File: config.mk
export PLATFORM = sky130hd
export DESIGN_NAME = rom_loader
export DESIGN_NICKNAME = d
export VERILOG_FILES = /design/src/rtl/rom_loader.sv
export SDC_FILE = /design/constraint.sdc
export NUM_CORES = 1
export LEC_CHECK = 0
export ABC_AREA = 1
export BUFFER_PORTS_ARGS = -buffer_cell sky130_fd_sc_hd__buf_4
export CORE_MARGIN = 3
export CORE_UTILIZATION = 58
export CTS_BUF_LIST = sky130_fd_sc_hd__clkbuf_4 sky130_fd_sc_hd__clkbuf_8
export DETAILED_ROUTE_END_ITERATION = 10
export GPL_TIMING_DRIVEN = 0
export PLACE_DENSITY = 0.85
export REMOVE_ABC_BUFFERS = 1
export SYNTH_ARGS = -nofsm -noshare
export SYNTH_HDL_FRONTEND = slang
export SYNTH_SLANG_ARGS = --single-unit
export TNS_END_PERCENT = 20
File: constraint.sdc
create_clock -name CLK -period 4.8 [get_ports CLK]
set_clock_uncertainty 0.05 [all_clocks]
set_input_delay 0 -clock CLK [delete_from_list [all_inputs] [get_ports CLK]]
set_output_delay 0 -clock CLK [all_outputs]
set_load 0.01 [all_outputs]
File: src/rtl/rom_loader.sv
// Byte-stream program loader: parses LEN_LO, LEN_HI, 4*N data bytes and CHK,
// writes each little-endian word to instruction RAM and holds the CPU until the checksum matches.
module rom_loader #(
  parameter  int profundidad = 1024,
  localparam int AW          = $clog2(profundidad)
) (
  input  logic          CLK,
  input  logic          RESET,
  input  logic          start,
  input  logic [7:0]    rx_data,
  input  logic          rx_valid,
  output logic          rx_ready,
  output logic          wr_en,
  output logic [AW-1:0] wr_addr,
  output logic [31:0]   wr_data,
  output logic          cpu_hold,
  output logic          done,
  output logic          error
);

  // Handshake: a byte moves on a rising edge where rx_valid and rx_ready are
  // both 1; rx_ready depends only on the FSM state, never on rx_valid.

  typedef enum logic [2:0] {
    S_IDLE, S_LEN0, S_LEN1, S_DATA, S_CHK, S_DONE, S_ERR
  } state_t;

  localparam logic [16:0] LP_DEPTH = 17'(profundidad);

  state_t        r_state;
  state_t        w_next;
  logic [15:0]   r_len;
  logic [15:0]   r_word_idx;
  logic [1:0]    r_byte_cnt;
  logic [23:0]   r_word;
  logic [7:0]    r_chk;
  logic          r_wr_en;
  logic [AW-1:0] r_wr_addr;
  logic [31:0]   r_wr_data;

  logic          w_rdy;
  logic          w_xfer;
  logic [15:0]   w_len_full;
  logic          w_last_word;

  assign w_rdy       = (r_state == S_LEN0) || (r_state == S_LEN1) ||
                       (r_state == S_DATA) || (r_state == S_CHK);
  assign w_xfer      = rx_valid & w_rdy;
  assign w_len_full  = {rx_data, r_len[7:0]};
  assign w_last_word = (r_word_idx == (r_len - 16'd1));

  always_comb begin
    w_next = r_state;
    case (r_state)
      S_IDLE: if (start) w_next = S_LEN0;
      S_LEN0: if (w_xfer) w_next = S_LEN1;
      S_LEN1: begin
        if (w_xfer) begin
          if (w_len_full == 16'd0)                w_next = S_CHK;
          else if ({1'b0, w_len_full} > LP_DEPTH) w_next = S_ERR;
          else                                    w_next = S_DATA;
        end
      end
      S_DATA: if (w_xfer && (r_byte_cnt == 2'd3) && w_last_word) w_next = S_CHK;
      S_CHK:  if (w_xfer) w_next = (rx_data == r_chk) ? S_DONE : S_ERR;
      S_DONE: if (start) w_next = S_LEN0;
      S_ERR:  if (start) w_next = S_LEN0;
      default: w_next = S_IDLE;
    endcase
  end

  always_ff @(posedge CLK) begin
    if (RESET) begin
      r_state <= S_IDLE;
    end else begin
      r_state <= w_next;
    end
  end

  always_ff @(posedge CLK) begin
    if (RESET) begin
      r_len      <= '0;
      r_word_idx <= '0;
      r_byte_cnt <= '0;
      r_word     <= '0;
      r_chk      <= '0;
      r_wr_en    <= 1'b0;
      r_wr_addr  <= '0;
      r_wr_data  <= '0;
    end else begin
      r_wr_en <= 1'b0;
      case (r_state)
        S_IDLE, S_DONE, S_ERR: begin
          // Arming a new load starts the frame from a clean slate.
          if (start) begin
            r_len      <= '0;
            r_word_idx <= '0;
            r_byte_cnt <= '0;
            r_word     <= '0;
            r_chk      <= '0;
          end
        end
        S_LEN0: begin
          if (w_xfer) begin
            r_len[7:0] <= rx_data;
            r_chk      <= r_chk ^ rx_data;
          end
        end
        S_LEN1: begin
          if (w_xfer) begin
            r_len[15:8] <= rx_data;
            r_chk       <= r_chk ^ rx_data;
          end
        end
        S_DATA: begin
          if (w_xfer) begin
            r_chk      <= r_chk ^ rx_data;
            r_byte_cnt <= r_byte_cnt + 2'd1;
            case (r_byte_cnt)
              2'd0: r_word[7:0]   <= rx_data;
              2'd1: r_word[15:8]  <= rx_data;
              2'd2: r_word[23:16] <= rx_data;
              default: begin
                // Fourth byte completes the word; it is written on the next cycle.
                r_wr_en    <= 1'b1;
                r_wr_addr  <= r_word_idx[AW-1:0];
                r_wr_data  <= {rx_data, r_word};
                r_word_idx <= r_word_idx + 16'd1;
              end
            endcase
          end
        end
        default: ;
      endcase
    end
  end

  assign rx_ready = w_rdy;
  assign wr_en    = r_wr_en;
  assign wr_addr  = r_wr_addr;
  assign wr_data  = r_wr_data;
  assign cpu_hold = (r_state != S_DONE);
  assign done     = (r_state == S_DONE);
  assign error    = (r_state == S_ERR);

endmodule
### Word level (Yosys, flattened, before mapping)

Index checks and enable logic that the tools add are counted.

* add/subtract/negate cells: 3
* magnitude comparators: 1
* eq/ne operators: 23
* muxes and demuxes: 29
* bitwise operators: 5
* reductions and logical operators: 26

Operator list (number)
* 2-to-1 mux 16 bit: 3
* 2-to-1 mux 24 bit: 2
* 2-to-1 mux 8 bit: 6
* case mux 24 bit (2 select lines): 1
* case mux 8 bit (2 select lines): 3
* case mux 16 bit (2 select lines): 1
* 2-to-1 mux 3 bit: 7
* adder 16 x 1 -> 16 bit, second input constant: 1
* equality test 16 bit: 1
* greater-than comparator 16 x 11 -> 1 bit, second input constant: 1
* zero test 16 bit: 1
* AND reduction 4 bit: 4
* subtractor 16 x 1 -> 16 bit, second input constant: 1
* case mux 3 bit (5 select lines): 1
* AND reduction 3 bit: 5
* != test 2 x 1 -> 1 bit, second input constant: 6
* OR reduction 3 bit: 4
* != test 2 bit, second input constant: 5
* equality test 3 bit, second input constant: 3
* equality test 8 bit: 1
* nonzero test 2 bit: 4
* XOR 8 bit: 1
* equality test 3 x 2 -> 1 bit, second input constant: 2
* 2-to-1 mux 2 bit: 3
* other kinds (14): 20

* register bits after elaboration: 112
* output and inout port bits: 47
* logic and storage cells: 99

### Logic depth before layout (Yosys ltp)

* word-level depth: 9
* gate-level depth with buffers: 17

### Least setup slack after synthesis

OpenSTA, ideal clock, no wires.

* path kind: register to register
* start: reg r_len[0]
* end: reg r_state[1]
* library setup time: 0.115 ns
* data arrival time: 1.628 ns
* data required time: 4.635 ns
* setup slack: 3.008 ns
* cell stages (with the launch flop): 16
* path buffers: 0
* path through: dfxtp_1 -> inv_1 -> ha_1 -> nand2_1 -> nor2_4 -> nand2_1 -> nand3_1 -> nand2_1 -> nor2_1 -> nand2_1 -> nor2_1 -> nand2_1 -> nand2_1 -> nand3_1 -> nand2_1 -> nor2_1

* longest elaborated chain between the ends: 5
* elaborated cells between the ends (all ways): 9
* classes of those cells: add/sub (1); eq/ne (2); mux (3); reduce/logical (3)

Ends and longest elaborated chain
* start, declared: line 32 `logic [15:0] r_len;`
* start signal, assigned: line 105 `r_len[7:0] <= rx_data;`
* subtractor 16 x 1 -> 16 bit: line 50 `assign w_last_word = (r_word_idx == (r_len - 16'd1));`
* equality test 16 bit: line 50
* logical AND 1 bit: line 64 `S_DATA: if (w_xfer && (r_byte_cnt == 2'd3) && w_last_word) w_next = S_CHK;`
* != test 2 x 1 -> 1 bit (no source line)
* AND reduction 5 bit (no source line)
* end signal, assigned: line 76 `r_state <= w_next;`
* end, declared: line 30 `state_t r_state;`

Several ways; a longest one is shown, not always the timed one. The select of a mux whose other input is x is not followed.
A chain may end at the register's enable or synchronous reset.

### Worst setup path after layout

* start: reg r_state[2]
* end: reg r_wr_addr[5] (netlist: wr_addr[5])

* longest elaborated chain between the ends: 6
* elaborated cells between the ends (all ways): 9
* classes of those cells: eq/ne (4); bitwise (1); reduce/logical (4)

Ends and longest elaborated chain
* equality test 3 x 1 -> 1 bit or equality test 3 x 2 -> 1 bit (tied branches): line 46 `assign w_rdy = (r_state == S_LEN0) || (r_state == S_LEN1) ||`
* logical OR 1 bit (2 in series): line 46
* logical OR 1 bit: line 47 `(r_state == S_DATA) || (r_state == S_CHK);`
* bitwise AND 1 bit: line 48 `assign w_xfer = rx_valid & w_rdy;`
* AND reduction 3 bit (no source line) (*)
* end signal, assigned: line 126 `r_wr_addr <= r_word_idx[AW-1:0];`
* end, declared: line 38 `logic [AW-1:0] r_wr_addr;`

Mark *: on every way between the ends. The rest lies on a longest branch, timed or not.

==> flow_summary.yaml <==
detailed_routing:
  viasPerCell: 5.60
  post_drt_wl_per_cell_um: 14.5
  topRoutingLayerUsed: "met4"
  totalWireLength_um: 12700
  vias: 4882
  route.layer.met1.wl_um: 5530
  drt-initial-drc-count: 307
  wl_met3_um: 770
  antenna_left: 0
  wl_met2_um: 6150
  drc: 0
  first_pass_iters: 5
place:
  placed_cell_area_um2: 5660
  dp_hpwl_um: 9130
  port-buffer-count: 58
  place_congestion: 0.908
finish:
  nets: 782
  syn2layout_area_growth_pct: 14.1
  drive_gt1_share_pct: 13.4
  antennaDiodeCount: 0
  postLayoutCoreUtil_pct: 70.3
  finalInstanceArea_um2: 5950
sta:
  final_max_slew_viol_count: 0
  hold_viol: 0
  rsz0062_at_grt: "no"
  setup_tns_ns: 0
  period_needed_ns: 3.49
  setup_viol: 0
  worst_pin_slew_ns: 1.09
  finalCritPeriodShare_pct: 72.7
  slew_headroom_pct: 27.0
  holdWs_ns: 0.0823
  fmax_mhz: 287
worst_hold_path:
  whs_path_depth: 5
  hold_end: "r_state[2]"
  min_path_type: "in -> reg"
  min-delay-start: "start"
setup_path:
  end_kind: "flop"
  crit_chain: "inv_2 > nand3_1 > inv_2 > nand4_4 > clkinv_1 > o21ai_0 > a21oi_1"
  crit_path_top_delay_cell: "clkinv_1"
  cp.required_ns: 4.99
  crit_fanout: 43
  cp_data_arrival_time_ns: 3.68
  crit_type: "reg -> reg"
  r2r_cells: 7
  cpMostUsedCell: "inv_2"
  worstSetupStartpointType: "flop"
  r2r_start: "r_state[2]"
  ff2ff_setup_slack_ns: 1.31
  slowest_delay_ns: 0.98
  r2r-end: "wr_addr[5]"
floorplan:
  dieArea_um2: 10200
  die_w_um: 101
  coreArea_um2: 8460
  num_rows: 33
  initial_utilization_pct: 61.6
  io_pins: 59
  fp.dieH_um: 101
synthesis:
  synth_area_leaders: "dfxtp_1 43%, nand2_1 10%, a21oi_1 9.0%, nor2_1 5.4%, o21ai_0 5.2%"
  async_flop_share_pct: 0
  synth_flop_cell: "dfxtp_1"
  synth_edf_count: 0
  syn_area_um2: 5220
  ys_ff_latch: 112
  synth_largest_area_cell: "dfxtp_1"
  syn_area_per_cell_um2: 7.36
  seq_area_frac_synth_pct: 43.0
  yosysTopAreaCellShare_pct: 43.0
  synth.distinct_cells: 38
  yosys_warnings: 0
  syn_inst: 709
clock_tree:
  cts_root_buffer: "clkbuf_8"
  tritoncts: "done"
  clk-insertion-delay-late_ns: 0.38
  cts-resized-gates: 0
  clock-sinks: 112
  cts.clk_slew.worst_paths_ns: 0.12
  clock_path_buffers: 2
  cts_htree_levels: 3
  numCtsBuffers: 9
global_route:
  antenna_found_initial: 0
  grt_pass1_vias: 4604
  overflow: 0
  grt_max_degree: 60
  grt_pass1_wl_um: 21400
  grt_use_total_pct: 26.0
power:
  power_density_nw_per_um2: 483
  vdd_drop_max_mv: 0.391
  leakagePower_nw: 2.46
run:
  maxCapViolations: 0
status:
  status: "complete, no violations"
-- synth_stat cells (8+ instances only) --
library cell / number
a211oi_1: 18
a21oi_1: 94
buf_2: 8
clkbuf_1: 12
dfxtp_1: 112
ha_1: 8
inv_1: 60
nand2_1: 144
nand3_1: 34
nand3b_1: 9
nor2_1: 75
nor3_1: 11
o21ai_0: 54
xor2_1: 14
-- flip-flops by register name, summed over array words and instances (netlist names), 2 cells and up --
register / flops
r_byte_cnt: 2
r_chk: 8
r_len: 16
r_state: 3
r_word: 24
r_word_idx: 16
wr_addr: 10
wr_data: 32
-- worst max-delay path, delay by kind of cell, from the launching register on --
kind | cells | cell delay [ns]
buffers and inverters | 3 | 1.27
DFF | 1 | 0.61
and+or+nand+nor | 2 | 0.82
AOI/OAI and AO/OA | 2 | 0.56
-- stage by stage --
| stage | instances | setup slack [ns] | power [mW] |
|---|---|---|---|
| global placement | 847 | 1.49 | 2.25 |
| floorplan | 684 | 2.24 | 2.04 |
| detailed placement | 847 | 1.38 | 2.30 |
| finish | 872 | 1.31 | 2.88 |
| CTS | 872 | 1.32 | 2.86 |
| global route | 872 | 0.808 | 3.09 |
-- cells by family (layout without fill, tap and decap cells) --
family / Yosys count / after routing / share of synthesized area (%)
fa+ha+maj: 8 / 8 / 1.92
compound gates: 177 / 177 / 19.0
xor+xnor: 21 / 21 / 3.53
flops: 112 / 112 / 43.0
buf+inv: 92 / 150 / 7.17
simple gates: 299 / 299 / 25.4
-- power breakdown --
group | internal [mW] | switching [mW] | total (mW) | leakage (nW)
logic | 0.381 | 0.752 | 1.13 | 1.45
clock network | 0.205 | 0.353 | 0.558 | 0.102
registers | 1.07 | 0.111 | 1.18 | 0.911
-- placed cells by master, fill, tap and decap left out, types with 3 or more instances in the layout --
cell	count
nand2_1	144
dfxtp_1	112
a21oi_1	94
nor2_1	75
inv_1	60
buf_4	58
o21ai_0	54
nand3_1	34
a211oi_1	18
xor2_1	14
nor3_1	11
nand3b_1	9
clkbuf_8	9
dlygate4sd3_1	9
ha_1	8
xnor2_1	7
inv_2	6
nand4_1	6
nor2_2	5
nand2_2	5
nor4_1	3
-- what timing repair did --
action                    CTS  global route
buffers inserted            0             0
hold buffers                9             0
hold endpoints to repair   25             0
-- metal layers --
metal	track usage (%)	up-vias
met5	0	-
met4	8.08	0
met3	4.08	22
met2	42.9	162
met1	34.9	2252
li1	-	2446
-- final cells by class --
type | count | area [um2]
Multi-Input combinational cell | 505 | 2600
Fill cell | 703 | 2510
Sequential cell | 112 | 2240
Timing Repair Buffer | 67 | 526
Inverter | 67 | 251
Tap cell | 105 | 131
Clock buffer | 9 | 124
Clock inverter | 7 | 75.1
-- worst max-delay path by stage --
stage | slack [ns] | start | to
floorplan | 2.24 | r_state[2] | wr_addr[0]
global placement | 1.49 | r_state[2] | wr_addr[5]
detailed placement | 1.38 | r_state[2] | wr_addr[5]
CTS | 1.32 | r_state[2] | wr_addr[5]
global route | 0.81 | r_state[2] | wr_addr[5]
finish | 1.31 | r_state[2] | wr_addr[5]
Power figures use the tool's default switching activity.
